## src/rtl/ram_arbiter.sv

```systemverilog
// Two-requester (CPU, video line fetch) arbiter for a single-port synchronous RAM.
// Default: fixed priority to video with a CPU starvation guard; define RAM_ARBITER_RR_EN for round-robin.
module ram_arbiter #(
    parameter int A            = 12,
    parameter int D            = 8,
    parameter int CPU_WAIT_MAX = 15
) (
    input  logic         clk,
    input  logic         reset,
    input  logic         cpu_req,
    input  logic         cpu_we,
    input  logic [A-1:0] cpu_addr,
    input  logic [D-1:0] cpu_wdata,
    output logic         cpu_gnt,
    output logic         cpu_rvalid,
    output logic [D-1:0] cpu_rdata,
    input  logic         vid_req,
    input  logic [A-1:0] vid_addr,
    output logic         vid_gnt,
    output logic         vid_rvalid,
    output logic [D-1:0] vid_rdata,
    output logic         ram_cs,
    output logic         ram_rw,
    output logic [A-1:0] ram_addr,
    output logic [D-1:0] ram_wdata,
    input  logic [D-1:0] ram_rdata
);

    typedef enum logic {OWN_CPU = 1'b0, OWN_VID = 1'b1} owner_e;

    logic         ram_cs_q, ram_cs_d;
    logic         ram_rw_q, ram_rw_d;
    logic [A-1:0] ram_addr_q, ram_addr_d;
    logic [D-1:0] ram_wdata_q, ram_wdata_d;
    owner_e       own_q, own_d;
    owner_e       last_owner_q, last_owner_d;
    logic         cpu_rvalid_q, cpu_rvalid_d;
    logic         vid_rvalid_q, vid_rvalid_d;
    logic         cpu_win;

`ifdef RAM_ARBITER_RR_EN
    // Contention goes to whoever did not win last; worst-case CPU wait is one cycle.
    assign cpu_win = cpu_req && (!vid_req || last_owner_q == OWN_VID);
`else
    localparam int WW = $clog2(CPU_WAIT_MAX + 1);

    logic [WW-1:0] wait_cnt_q, wait_cnt_d;

    // Video wins contention until the CPU has been refused CPU_WAIT_MAX cycles in a row.
    assign cpu_win = cpu_req && (!vid_req || wait_cnt_q == WW'(CPU_WAIT_MAX));

    always_comb begin
        wait_cnt_d = wait_cnt_q;
        if (!cpu_req || cpu_gnt)
            wait_cnt_d = '0;
        else if (wait_cnt_q != WW'(CPU_WAIT_MAX))
            wait_cnt_d = wait_cnt_q + 1'b1;
    end

    always_ff @(posedge clk or negedge reset) begin
        if (!reset) wait_cnt_q <= '0;
        else        wait_cnt_q <= wait_cnt_d;
    end
`endif

    assign cpu_gnt = cpu_win;
    assign vid_gnt = vid_req && !cpu_win;

    always_comb begin
        ram_cs_d     = 1'b0;
        ram_rw_d     = ram_rw_q;
        ram_addr_d   = ram_addr_q;
        ram_wdata_d  = ram_wdata_q;
        own_d        = own_q;
        last_owner_d = last_owner_q;
        if (cpu_gnt) begin
            ram_cs_d     = 1'b1;
            ram_rw_d     = ~cpu_we;
            ram_addr_d   = cpu_addr;
            ram_wdata_d  = cpu_wdata;
            own_d        = OWN_CPU;
            last_owner_d = OWN_CPU;
        end else if (vid_gnt) begin
            ram_cs_d     = 1'b1;
            ram_rw_d     = 1'b1;
            ram_addr_d   = vid_addr;
            own_d        = OWN_VID;
            last_owner_d = OWN_VID;
        end
        // RAM returns data one cycle after it samples a read; route it back to its owner.
        cpu_rvalid_d = ram_cs_q && ram_rw_q && (own_q == OWN_CPU);
        vid_rvalid_d = ram_cs_q && ram_rw_q && (own_q == OWN_VID);
    end

    always_ff @(posedge clk or negedge reset) begin
        if (!reset) begin
            ram_cs_q     <= 1'b0;
            ram_rw_q     <= 1'b1;
            ram_addr_q   <= '0;
            ram_wdata_q  <= '0;
            own_q        <= OWN_CPU;
            last_owner_q <= OWN_CPU;
            cpu_rvalid_q <= 1'b0;
            vid_rvalid_q <= 1'b0;
        end else begin
            ram_cs_q     <= ram_cs_d;
            ram_rw_q     <= ram_rw_d;
            ram_addr_q   <= ram_addr_d;
            ram_wdata_q  <= ram_wdata_d;
            own_q        <= own_d;
            last_owner_q <= last_owner_d;
            cpu_rvalid_q <= cpu_rvalid_d;
            vid_rvalid_q <= vid_rvalid_d;
        end
    end

    assign ram_cs     = ram_cs_q;
    assign ram_rw     = ram_rw_q;
    assign ram_addr   = ram_addr_q;
    assign ram_wdata  = ram_wdata_q;
    assign cpu_rvalid = cpu_rvalid_q;
    assign vid_rvalid = vid_rvalid_q;
    assign cpu_rdata  = ram_rdata;
    assign vid_rdata  = ram_rdata;

endmodule

```

## config.mk

```make
export PLATFORM = sky130hd
export DESIGN_NAME = ram_arbiter
export DESIGN_NICKNAME = d
export VERILOG_FILES = /design/src/rtl/ram_arbiter.sv
export SDC_FILE = /design/constraint.sdc
export NUM_CORES = 1
export LEC_CHECK = 0
export ABC_AREA = 1
export CORE_ASPECT_RATIO = 1.1
export CORE_MARGIN = 2
export CORE_UTILIZATION = 30
export CTS_BUF_LIST = sky130_fd_sc_hd__clkbuf_4
export DETAILED_ROUTE_END_ITERATION = 6
export PLACE_DENSITY = 0.67
export SLEW_MARGIN = 5
export SYNTH_ARGS = -nofsm -noshare
export SYNTH_HDL_FRONTEND = slang
export SYNTH_SLANG_ARGS = --single-unit
```

## constraint.sdc

```tcl
create_clock -name clk -period 2.59 [get_ports clk]
set_input_delay 0.518 -clock clk [delete_from_list [all_inputs] [get_ports clk]]
set_output_delay 0.518 -clock clk [all_outputs]
set_load 0.1 [all_outputs]
```

# [After elaboration in Yosys (flattened, before gate mapping)]
# Index checks and enable logic that the tools add are counted.
[op_classes] add_sub_neg=1 n_eq_ne=2 muxes=9 n_bitwise=2 reduce_logical=12
[op_table] operator="two-way mux 12 bit" count=2
[op_table] operator="two-way mux 4 bit" count=2
[op_table] operator="logical AND 1 bit" count=5
[op_table] operator="two-way mux 1 bit" count=5
[op_table] operator="adder 4 x 1 -> 4 bit, second input constant" count=1
[op_table] operator="equality test 4 bit, second input constant" count=1
[op_table] operator="!= test 4 bit, second input constant" count=1
[op_table] operator="nonzero test 2 bit" count=2
[op_table] operator="zero test 1 bit" count=3
[op_table] operator="logical OR 1 bit" count=2
[op_table] operator="inverter 1 bit" count=2
[totals] reg_bits=29 inputBits=45 output_inout_bits=42 elab_cells=34

# [Depth between registers and ports, before layout]
[depth] depth_word=7 mapped_depth=7 mapped_depth_nobuf=7

# [Worst setup path after synthesis]
# Ideal clock, no wire load.
[synth_timing] path_type="register to output" start="register wait_cnt_q[0]" end="output vid_gnt" t_arrival_ns=2.434 required_ns=2.072 path_slack_ns=-0.362 stages_incl_launch_ff=7 n_path_buf=0 path_cell_list="dfrtp_1 -> ha_1 -> nand3_2 -> nand2_2 -> nand2_2 -> inv_2 -> nor2_1"
[synth_between] elab_chain_cells=5
[synth_lines] item="start, declared" line_no="47" rtl="logic [WW-1:0] wait_cnt_q, wait_cnt_d;"
[synth_lines] item="start signal, assigned" line_no="62" rtl="else wait_cnt_q <= wait_cnt_d;"
[synth_lines] item="equality test 4 bit" line_no="50" rtl="assign cpu_win = cpu_req && (!vid_req || wait_cnt_q == WW'(CPU_WAIT_MAX));"
[synth_lines] item="logical OR 1 bit" line_no="50"
[synth_lines] item="logical AND 1 bit" line_no="50"
[synth_lines] item="named net cpu_gnt" line_no="14" rtl="output logic cpu_gnt,"
[synth_lines] item="zero test 1 bit" line_no="67" rtl="assign vid_gnt = vid_req && !cpu_win;"
[synth_lines] item="logical AND 1 bit" line_no="67"
[synth_lines] item="end, declared" line_no="19" rtl="output logic vid_gnt,"
# The timed path passes the listed nets, and every way through them passes these cells.

# [Worst setup path after layout]
[layout_timing] start="input vid_req" end="output vid_gnt"
[layout_between] elab_chain_cells=5
[layout_lines] item="start, declared" line_no="17" rtl="input logic vid_req,"
[layout_lines] item="zero test 1 bit" line_no="50"
[layout_lines] item="logical OR 1 bit" line_no="50"
[layout_lines] item="logical AND 1 bit" line_no="50"
[layout_lines] item="zero test 1 bit" line_no="67"
[layout_lines] item="logical AND 1 bit *" line_no="67"
# Every way passes the cells marked *; elsewhere a longest branch is shown, timed or not.

==> metrics.txt <==
status finished clean; Leak about 1.0 nW; worst min path class reg2reg; Crit path arrival time 1.69 ns; setup repair after global routing missed its margin false; clock insertion delay at the later pin of the skew report about 0.32 ns; CTS buffer count 5; slowest CP cell clkdlybuf4s50_1; max incr delay on CP between 0.5 and 0.6 ns; Crit. Startpoint vid_req; nets@finish 273; I/O Buffers 62; drt initial violations 78; worst slack at placement roughly 0.37 ns; Max VDD drop about 0.00021 V; Die Y just under 80 um; Yosys top cell by area dfrtp_1; WL final about 3200 um; H-Tree Depth 2; min Tclk post-route 2.208 ns; startpoint types input pin; Finished Cell Area between 2000 and 2500 um^2; Fill cells 488; HPWL reported at the end of detailed placement roughly 2400 um; Post-DRT Antenna Nets 0; pwr dens 651.3 nW/um^2; first-pass GRT wire length around 5400 um; hold path depth 1; grt ovf 0; CORE AREA 4652 um^2; Syn. warnings 0; Final period util 0.8524; fmax approximately 0.45 GHz; initial antenna violation count 0; Die ar. 5411 um^2; vias in the first global route roughly 1200; hold path start own_q; worst-path cell chain clkdlybuf4s50_1 > nand2_2 > nand2_2 > inv_2 > nor2_2 > buf_12; Final Hold Fails 0; clk_skew ~0.0061 ns; Crit. End Element primary output; Synth top area share 0.4828; WL per Instance between 10 and 15 um; DR pass1 iterations 4; Placer Congestion between 0.7 and 0.8; Final Setup Violations 0; Psw 578.4 uW; vias per cell between 4 and 5; Yosys cell types 18; Placed Area about 2000 um^2; Clk pwr share 0.190; WL met2 1558 um; Slew Limit Fails 0; Logic pwr share 0.416; Synth Area per Inst between 8 and 9 um^2; Clock Tree Root clkbuf_4; Initial Util 0.3120; CP most frequent cell nand2_2; post-synthesis sequential area ratio 0.5009; CTS sink cnt 29; Mapped Nets ~220; highest routed layer met4; switching share of total power 0.4408; Antenna Cells 0; Reg clk slew, reported paths roughly 0.090 ns; post-route worst setup slack around 0.38 ns; Area Overhead vs Synth 38.79%; sequential share of power 0.394; # resized after CTS 0; share of cells above drive strength 1 0.1974; vias post-DR around 1200; Remaining DRCs 0; worst-path fanout max 10; met3 WL 257 um; number of I/O pins 87; Seq cells post-synth 29; R2R depth 7; # rows 26; Hold-fix buffers, CTS 0; CP required roughly 2.1 ns; Internal Power approximately 730 uW; # Max-Cap Violations 0; Post-Synthesis Cells roughly 180; Setup Buffers After CTS 0; synthesized area between 1000 and 1500 um^2; pin count of the biggest net entering global routing 30; GRT Overall Usage 0.1264; met1 wire length around 1300 um; Die X between 70 and 80 um; Min Hold Slack between 0.4 and 0.5 ns; setup_tns 0 ns; ranking of synthesized cells by area dfrtp_1, nand2_1, buf_4; relative slew slack 0.7574; clock buffer depth 2; Worst Tran Pin Value about 0.36 ns; WS Path Type in2out; CTS tree done; FF-to-FF Start wait_cnt_q[0]
## final timing paths
path | endpoint | slack, ns
min | cpu_rvalid | 0.44
max in group asynchronous | ram_rw | 1.71
min reg2reg | cpu_rvalid | 0.44
min in group asynchronous | ram_wdata[4] | 0.58
max | vid_gnt | 0.38
max reg2reg | ram_addr[4] | 1.29
## power groups by stage
stage | Combinational (mW) | Sequential (mW) | Clock [mW]
after global placement | 0.548 | 0.527 | 0
after detailed placement | 0.551 | 0.527 | 0
after global routing | 0.573 | 0.524 | 0.286
after floorplan | 0.209 | 0.822 | 0
after CTS | 0.552 | 0.518 | 0.262
final | 0.546 | 0.517 | 0.249
## cells by family (layout without fill, tap and decap cells)
family,count (synthesis),in the layout,share of synthesized area
and+or+nand+nor,100,100,0.2965
buffers and inverters,42,95,0.1767
DFF,29,29,0.5009
xor gates and xnor gates,2,2,0.01207
adders and majority gates,1,1,0.008619
AOI/OAI and AO/OA,1,1,0.005174
## flip-flops by register name, summed over array words and instances (netlist names)
register and flops:
own_q 1, ram_wdata 8, ram_rw 1, wait_cnt_q 4
cpu_rvalid 1, vid_rvalid 1, ram_cs 1, ram_addr 12
## layout by cell type, fill, tap and decap left out, drive strengths merged
cell           count
dfrtp             28
a22oi              1
xor2               1
dfstp              1
nor2              18
xnor2              1
nand2             52
clkbuf             5
inv               19
nand3             28
clkinv             3
buf               32
clkdlybuf4s50     36
nor3               2
ha                 1
## per-stage QoR
step | instances | util | power [mW]
2_1_floorplan | 175 | - | 1.031
3_3_place_gp | 276 | 0.4223 | 1.075
3_5_place_dp | 276 | 0.4223 | 1.078
4_1_cts | 284 | 0.4330 | 1.332
5_1_grt | 284 | 0.4330 | 1.383
6_report | 284 | 0.4330 | 1.312
## metal layers
layer	global-route usage	up-vias
met5	0	-
met4	0.06346	0
met3	0.03417	6
met2	0.2151	44
li1	-	624
met1	0.1440	517
## synthesized netlist by cell type
cell type / number
nand2_1: 50
dfrtp_1: 28
nand3_1: 27
buf_4: 18
inv_1: 18
nor2_1: 17
buf_6: 4
nand2_2: 2
nor3_1: 2
a22oi_1: 1
buf_2: 1
dfstp_2: 1
ha_1: 1
inv_2: 1
nand3_2: 1
nor2_4: 1
xnor2_1: 1
xor2_1: 1
## cell type report
class,instances,area [um^2],area share
Timing Repair Buffer,68,625.6,0.3106
Clock inverter,3,12.51,0.006211
Tap cell,56,70.07,0.03478
Clock buffer,5,37.54,0.01863
Sequential cell,29,726.9,0.3609
Multi-Input combinational cell,104,470.5,0.2335
Inverter,19,71.32,0.03540
## worst max-delay path: cells and delay by family
| kind | cells | cell delay, ns |
|---|---|---|
| simple gates | 3 | 0.30 |
| buf+inv | 3 | 0.87 |
Note: power is estimated with default switching activity, not from simulation.
